==> src/rtl/vde_pkg.sv <==
// Shared definitions for the VDE pixel path: tile map geometry (also used
// by the sprite emitter), the tile fetcher state encoding and the entry
// format carried from the tile fetcher to the sprite emitter.
package vde_pkg;

  // Tile map geometry: 80 x 60 tiles, 8 pixel rows per sprite -> 480 lines.
  localparam int VDE_MAP_WIDTH  = 80;
  localparam int VDE_MAP_HEIGHT = 60;
  localparam int VDE_SPRITE_H   = 8;
  localparam int VDE_MAP_AW     = 13;

  typedef enum logic [1:0] {
    IDLE  = 2'd0,
    FETCH = 2'd1,
    DRAIN = 2'd2
  } fetch_state_t;

  // One tile on its way to the sprite emitter.
  typedef struct packed {
    logic [8:0] index;  // sprite index from the map word
    logic [3:0] row;    // pixel row inside the sprite
    logic       eol;    // last tile of a scanline
    logic       eof;    // last tile of the frame
  } tile_entry_t;

endpackage

==> src/rtl/vde_skid_fifo2.sv <==
// Generic 2-entry valid/ready FIFO with a synchronous flush.
//
// Ports:
//   clk_i, rstn_i  clock, asynchronous active-low reset
//   flush_i        empties the FIFO; overrides push and pop in that cycle
//   push_i, din_i  write side (caller guarantees no push while full unless popping)
//   pop_i          read side; ignored while empty
//   valid_o        FIFO not empty
//   dout_o         head entry
//   count_o        occupancy 0..2
module vde_skid_fifo2 #(
  parameter int W = 8
) (
  input  logic         clk_i,
  input  logic         rstn_i,
  input  logic         flush_i,
  input  logic         push_i,
  input  logic [W-1:0] din_i,
  input  logic         pop_i,
  output logic         valid_o,
  output logic [W-1:0] dout_o,
  output logic [1:0]   count_o
);

  logic [W-1:0] mem_q [2];
  logic         wr_ptr_q, wr_ptr_d;
  logic         rd_ptr_q, rd_ptr_d;
  logic [1:0]   count_q, count_d;
  logic         push_ok;
  logic         pop_ok;

  assign pop_ok  = pop_i & (count_q != 2'd0) & ~flush_i;
  assign push_ok = push_i & ~flush_i;

  always_comb begin
    wr_ptr_d = wr_ptr_q;
    rd_ptr_d = rd_ptr_q;
    count_d  = count_q;
    if (flush_i) begin
      wr_ptr_d = 1'b0;
      rd_ptr_d = 1'b0;
      count_d  = 2'd0;
    end else begin
      if (push_ok) wr_ptr_d = ~wr_ptr_q;
      if (pop_ok)  rd_ptr_d = ~rd_ptr_q;
      count_d = count_q + {1'b0, push_ok} - {1'b0, pop_ok};
    end
  end

  always_ff @(posedge clk_i or negedge rstn_i) begin
    if (!rstn_i) begin
      wr_ptr_q <= 1'b0;
      rd_ptr_q <= 1'b0;
      count_q  <= 2'd0;
    end else begin
      wr_ptr_q <= wr_ptr_d;
      rd_ptr_q <= rd_ptr_d;
      count_q  <= count_d;
    end
  end

  for (genvar gi = 0; gi < 2; gi++) begin : g_entry
    always_ff @(posedge clk_i or negedge rstn_i) begin
      if (!rstn_i) begin
        mem_q[gi] <= '0;
      end else if (push_ok && (wr_ptr_q == 1'(gi))) begin
        mem_q[gi] <= din_i;
      end
    end
  end

  assign valid_o = (count_q != 2'd0);
  assign dout_o  = mem_q[rd_ptr_q];
  assign count_o = count_q;

endmodule

==> src/rtl/vde_tile_fetcher.sv <==
// Tile fetcher: walks the tile map in scan order (cx fastest, then pixel
// row, then tile row), reads the sprite index of each tile from map memory
// and streams {sprite index, pixel row} to the sprite emitter.
//
// Ports:
//   clk_i, rstn_i        clock, asynchronous active-low reset
//   frame_start_i        pulse; (re)starts the walk at line 0, aborting any frame
//   map_mem_addr_o/en_o  map memory read request
//   map_mem_data_i       read data, one cycle after en; [8:0] = sprite index
//   sprite_valid_o/ready_i/data_o/row_o  tile stream
//   line_done_o          pulse when the last tile of a line is accepted
//   frame_done_o         pulse when the last tile of the frame is accepted
//   busy_o               high while a frame walk is in progress
module vde_tile_fetcher
  import vde_pkg::*;
#(
  parameter int MAP_WIDTH  = VDE_MAP_WIDTH,
  parameter int MAP_HEIGHT = VDE_MAP_HEIGHT,
  parameter int SPRITE_H   = VDE_SPRITE_H,
  parameter int MAP_AW     = VDE_MAP_AW
) (
  input  logic              clk_i,
  input  logic              rstn_i,
  input  logic              frame_start_i,
  output logic [MAP_AW-1:0] map_mem_addr_o,
  output logic              map_mem_en_o,
  input  logic [15:0]       map_mem_data_i,
  output logic              sprite_valid_o,
  input  logic              sprite_ready_i,
  output logic [8:0]        sprite_data_o,
  output logic [3:0]        sprite_row_o,
  output logic              line_done_o,
  output logic              frame_done_o,
  output logic              busy_o
);

  localparam int CXW = (MAP_WIDTH > 1) ? $clog2(MAP_WIDTH) : 1;
  localparam int TRW = (MAP_HEIGHT > 1) ? $clog2(MAP_HEIGHT) : 1;

  fetch_state_t      state_q, state_d;
  logic [CXW-1:0]    cx_q, cx_d;
  logic [3:0]        prow_q, prow_d;
  logic [TRW-1:0]    trow_q, trow_d;
  logic [MAP_AW-1:0] row_base_q, row_base_d;

  // Tag of the read currently in flight (data arrives next cycle).
  logic              inflight_q, inflight_d;
  logic [3:0]        tag_row_q, tag_row_d;
  logic              tag_eol_q, tag_eol_d;
  logic              tag_eof_q, tag_eof_d;

  tile_entry_t       fifo_din;
  tile_entry_t       fifo_head;
  logic              fifo_valid;
  logic [1:0]        fifo_count;
  logic              fifo_push;
  logic              fifo_pop;

  logic              cx_last, prow_last, trow_last, frame_last;
  logic [2:0]        occupancy;
  logic              issue;

  // The sprite index lives in [8:0]; the upper map bits carry nothing here.
  logic              unused_map_bits;
  assign unused_map_bits = ^map_mem_data_i[15:9];

  assign cx_last    = (cx_q == CXW'(MAP_WIDTH - 1));
  assign prow_last  = (prow_q == 4'(SPRITE_H - 1));
  assign trow_last  = (trow_q == TRW'(MAP_HEIGHT - 1));
  assign frame_last = cx_last & prow_last & trow_last;

  // A restart flushes the buffer, so a pop in the same cycle is dropped.
  assign fifo_pop  = fifo_valid & sprite_ready_i & ~frame_start_i;
  assign fifo_push = inflight_q & ~frame_start_i;

  // Slots already claimed: buffered entries plus the read in flight. A pop
  // this cycle frees a slot in time for the next push, which is what lets
  // the stream sustain one tile per cycle without the buffer exceeding 2.
  assign occupancy = {1'b0, fifo_count} + {2'b00, inflight_q};
  assign issue     = (state_q == FETCH) & ~frame_start_i &
                     (occupancy < (3'd2 + {2'b00, fifo_pop}));

  always_comb begin
    state_d    = state_q;
    cx_d       = cx_q;
    prow_d     = prow_q;
    trow_d     = trow_q;
    row_base_d = row_base_q;
    inflight_d = 1'b0;
    tag_row_d  = tag_row_q;
    tag_eol_d  = tag_eol_q;
    tag_eof_d  = tag_eof_q;

    if (frame_start_i) begin
      // Restart from any state; the read in flight (if any) is discarded
      // by leaving inflight_d low.
      state_d    = FETCH;
      cx_d       = '0;
      prow_d     = '0;
      trow_d     = '0;
      row_base_d = '0;
    end else begin
      if (issue) begin
        inflight_d = 1'b1;
        tag_row_d  = prow_q;
        tag_eol_d  = cx_last;
        tag_eof_d  = frame_last;
        if (cx_last) begin
          cx_d = '0;
          if (prow_last) begin
            prow_d = '0;
            if (trow_last) begin
              trow_d     = '0;
              row_base_d = '0;
            end else begin
              trow_d     = trow_q + TRW'(1);
              row_base_d = row_base_q + MAP_AW'(MAP_WIDTH);
            end
          end else begin
            prow_d = prow_q + 4'd1;
          end
        end else begin
          cx_d = cx_q + CXW'(1);
        end
        if (frame_last) state_d = DRAIN;
      end
      // Popping the eof entry is necessarily the last one: nothing remains
      // buffered or in flight after it.
      if ((state_q == DRAIN) && fifo_pop && fifo_head.eof) state_d = IDLE;
    end
  end

  always_ff @(posedge clk_i or negedge rstn_i) begin
    if (!rstn_i) begin
      state_q    <= IDLE;
      cx_q       <= '0;
      prow_q     <= '0;
      trow_q     <= '0;
      row_base_q <= '0;
      inflight_q <= 1'b0;
      tag_row_q  <= '0;
      tag_eol_q  <= 1'b0;
      tag_eof_q  <= 1'b0;
    end else begin
      state_q    <= state_d;
      cx_q       <= cx_d;
      prow_q     <= prow_d;
      trow_q     <= trow_d;
      row_base_q <= row_base_d;
      inflight_q <= inflight_d;
      tag_row_q  <= tag_row_d;
      tag_eol_q  <= tag_eol_d;
      tag_eof_q  <= tag_eof_d;
    end
  end

  always_comb begin
    fifo_din       = '0;
    fifo_din.index = map_mem_data_i[8:0];
    fifo_din.row   = tag_row_q;
    fifo_din.eol   = tag_eol_q;
    fifo_din.eof   = tag_eof_q;
  end

  vde_skid_fifo2 #(
    .W($bits(tile_entry_t))
  ) u_fifo (
    .clk_i   (clk_i),
    .rstn_i  (rstn_i),
    .flush_i (frame_start_i),
    .push_i  (fifo_push),
    .din_i   (fifo_din),
    .pop_i   (fifo_pop),
    .valid_o (fifo_valid),
    .dout_o  (fifo_head),
    .count_o (fifo_count)
  );

  assign map_mem_addr_o = row_base_q + MAP_AW'(cx_q);
  assign map_mem_en_o   = issue;
  assign sprite_valid_o = fifo_valid;
  assign sprite_data_o  = fifo_head.index;
  assign sprite_row_o   = fifo_head.row;
  assign line_done_o    = fifo_pop & fifo_head.eol;
  assign frame_done_o   = fifo_pop & fifo_head.eof;
  assign busy_o         = (state_q != IDLE);

endmodule
==> config.mk <==
export PLATFORM = sky130hd
export DESIGN_NAME = vde_tile_fetcher
export DESIGN_NICKNAME = d
export VERILOG_FILES = /design/src/rtl/vde_pkg.sv /design/src/rtl/vde_skid_fifo2.sv /design/src/rtl/vde_tile_fetcher.sv
export SDC_FILE = /design/constraint.sdc
export NUM_CORES = 1
export LEC_CHECK = 0
export ABC_CLOCK_PERIOD_IN_PS = 2700
export CORE_MARGIN = 2
export CORE_UTILIZATION = 45
export CTS_CLUSTER_DIAMETER = 150
export DETAILED_ROUTE_END_ITERATION = 10
export PLACE_DENSITY = 0.68
export REMOVE_ABC_BUFFERS = 1
export SYNTH_ARGS = -nofsm -noshare
export SYNTH_HDL_FRONTEND = slang
export SYNTH_SLANG_ARGS = --single-unit
==> constraint.sdc <==
create_clock -name clk_i -period 2.7 [get_ports clk_i]
set_clock_uncertainty 0.05 [all_clocks]
set_input_delay 0.405 -clock clk_i [delete_from_list [all_inputs] [get_ports clk_i]]
set_output_delay 0.405 -clock clk_i [all_outputs]
set_load 0.01 [all_outputs]
==> metrics.txt, run 1 <==
Via Count=approximately 2600; Syn Inst Count=about 330; num rows=32; CP Launch Type=flip-flop; Slew @ Worst Pin=0.6226 ns; #FFs+latches synth=slightly below 70; Synth cell types=45; Worst EP required=2.25 ns; CTS buffer count=9; internal power=around 2.2 mW; pre-CTS WS=0.1207 ns; EDFF count, synth=0; number of I/O port buffers=between 40 and 50; Max Slew Vio Count=0; Crit Path Max Fanout=10; Post-DRT Antenna Nets=0; non-filler cells, final=roughly 500; Lkg Pwr=between 2 and 2.5 nW; I/O pin cnt=51; maximum number of pins on one net before global-route repair=70; number of global-route vias before repair=around 2700; Ant. Diodes=0; CTS Root Buffer Type=clkbuf_8; post-synth top area cell=dfrtp_1; DR vias/cell=5.315; DR WL/cell=roughly 14 µm; Top FF cell, synth=dfrtp_1; Sw Share=~30%; CTS Buffer Depth=2; VDD IR-drop max=around 0.00036 V; post-synthesis sequential area ratio=roughly half; Final period util=94.16%; CP arrival=2.09 ns; die area=8553 µm²; DIE WIDTH=92.49 µm; RSZ-0062 raised after global routing=false; # clock sinks=69; part of the power in registers=42.3%; Setup Viol. Count Final=0; Total Power=3.176 mW; fin crit period=~2.5 ns; CP endpoint kind=output pin; Clk network pwr share=between 20% and 30%; Post-DP HPWL=around 4800 µm; Routability Congestion=between 0.8 and 0.9; Max transition margin=slightly below 60%; Warnings, synthesis=0; Area Growth Syn to Fin=25.78%; Worst Hold Class=input port to async pin; slack of the critical path=between 0.15 and 0.2 ns; Crit Path Category=flip-flop to output pin; first-pass GRT wire length=about 12000 µm; total gr overflow=0; Netlist Area Pre-Place=3523 µm²; GRT Total Usage=around 18%; worst-skew pair later-pin latency=approximately 0.34 ns; CTS tree=yes; Clock transition at path regs=~0.090 ns; CTS Hold Bufs=0; Comb pwr share=between 30% and 40%; # DRC=0; H-tree lvl count=3; initial antenna violation count=0; Post-Syn Area per Cell=around 11 µm²; total core area=between 7000 and 8000 µm²; initial core utilization=between 40% and 50%; async set-reset flop share out of synthesis=100.0%; Final Hold Vio Count=0; drt first-iter violations=around 100; synth top area cells=dfrtp_1 49%, mux2_2 14%, ha_1 4.6%; net load switching power=approximately 950 µW; setup TNS=0 ns; Yosys top cell area share=around half; status=complete, no violations; nets=roughly 420; die extent in y=about 92 µm; share of cells above drive strength 1=about a quarter; Max Clk Rate=between 300 and 400 MHz; Pre-antenna DRT Iters=5; MaxCap Viol Count=0; final WL=7112 µm; placed cells=between 400 and 500; PwrDens=716.6 nW/µm²
[layout by cell type (no fill, tap or decap), types with 3 or more instances in the layout]
cell type / n
clkdlybuf4s50_1: 35
nand3_1: 11
xor2_1: 6
clkbuf_8: 9
dfrtp_2: 3
or3_1: 3
a21o_1: 3
ha_1: 11
or2_2: 4
inv_1: 9
xnor2_1: 9
dfrtp_1: 66
mux2i_1: 3
buf_4: 19
nor3b_1: 3
nor3_1: 5
o21ai_0: 17
dlymetal6s2s_1: 5
or4_1: 3
mux2_2: 43
nor2b_1: 9
o41ai_1: 4
a21oi_1: 13
nand2_1: 37
nor2_1: 18
o31ai_1: 5
[worst max-delay path, cell delays in order (launching register included)]
cell	delay (ns)
dfrtp_1	0.64
buf_4	0.27
mux2_2	0.35
clkdlybuf4s50_1	0.48
[what timing repair did]
action / in CTS / in global routing
pin swaps: 0 / 0
endpoints found under the setup margin: 5 / 5
buffers inserted: 1 / 0
gates resized for setup: 9 / 5
[logic make-up (layout without fill, tap and decap cells)]
group                      Yosys count  count (layout)  synth area share, %
and+or+nand+nor                    105             105                15.13
DFF                                 69              69                49.01
AOI/OAI and AO/OA                   55              55                9.979
muxes                               46              46                14.60
buffers and inverters               24              88                2.841
xor gates and xnor gates            15              15                3.729
adders and majority gates           13              13                4.617
other                                1               2               0.1064
[power by group through the flow]
stage	registers [mW]	clock network (mW)	logic [mW]
detailed placement	1.36	0	0.968
CTS	1.34	0.896	0.974
floorplan	1.34	0	0.543
global placement	1.35	0	0.949
finish	1.34	0.871	0.960
global route	1.37	0.956	1.05
[synthesized netlist by cell type (3+ instances only)]
| master | instances |
|---|---|
| dfrtp_1 | 69 |
| mux2_2 | 43 |
| nand2_1 | 37 |
| nor2_1 | 18 |
| o21ai_0 | 17 |
| a21oi_1 | 14 |
| ha_1 | 13 |
| nand3_1 | 11 |
| clkbuf_1 | 10 |
| inv_1 | 9 |
| nor2b_1 | 9 |
| xnor2_1 | 9 |
| xor2_1 | 6 |
| nor3_1 | 5 |
| o31ai_1 | 5 |
| o41ai_1 | 4 |
| or2_2 | 4 |
| a21o_1 | 3 |
| a31oi_1 | 3 |
| mux2i_1 | 3 |
| nor3b_1 | 3 |
| or3_1 | 3 |
| or4_1 | 3 |
[flip-flops by register name (all words and copies together), names as in the netlist, 2 cells and up]
name,count
row_base_q,9
u_fifo.count_o,2
tag_row_q,4
u_fifo.mem_q,30
trow_q,6
prow_q,4
state_q,2
cx_q,7
[routing by layer]
metal,global-route usage [%],vias up,wire [µm]
met5,0,-,0
met4,4.851,0,34
met3,4.475,4,313
met2,29.38,61,3402
met1,23.47,1288,3362
li1,-,1278,-
[metrics by stage]
step	hold slack, ns	utilization [%]	cell area (µm²)
3_5_place_dp	0.4070	54.52	4169
3_3_place_gp	0.4082	54.52	4169
5_1_grt	0.03798	57.95	4432
2_1_floorplan	0.05941	-	3461
6_report	0.01818	57.95	4432
4_1_cts	0.03168	57.79	4419
[path summary, 6_finish.rpt]
check / slack [ns] / cells past startpoint / end / startpoint
min reg2reg: 0.45 / 2 / tag_row_q[1]$_DFFE_PN0P_ / tag_row_q[1]$_DFFE_PN0P_
max: 0.16 / 3 / sprite_row_o[3] / u_fifo.rd_ptr_q$_DFFE_PN0P_
max reg2reg: 0.39 / 8 / row_base_q[8]$_DFFE_PN0P_ / inflight_q$_DFF_PN0_
min: 0.02 / 2 / u_fifo.mem_q[6]$_DFFE_PN0P_ / rstn_i
min in group clk_i: 0.45 / 2 / tag_row_q[1]$_DFFE_PN0P_ / tag_row_q[1]$_DFFE_PN0P_
max in group asynchronous: 2.27 / 2 / row_base_q[5]$_DFFE_PN0P_ / rstn_i
[final cells by class]
cell class / count / area (µm²)
Fill cell: 645 / 3216
Clock inverter: 7 / 82.58
Clock buffer: 9 / 123.9
Inverter: 9 / 33.78
Tap cell: 102 / 127.6
Multi-Input combinational cell: 236 / 1735
Sequential cell: 69 / 1730
Timing Repair Buffer: 63 / 598.1
Power figures use the tool's default switching activity.
==> run 2, diff against run 1 <==
SLEW_MARGIN = 40   (was unset)
==> results of run 2 <==
Final layout, timing and power as in run 1 (identical DEF).
==> run 3, diff against run 2 <==
SLEW_MARGIN = 15   (was 40)
==> results of run 3 <==
Final layout, timing and power as in run 1 (identical DEF).
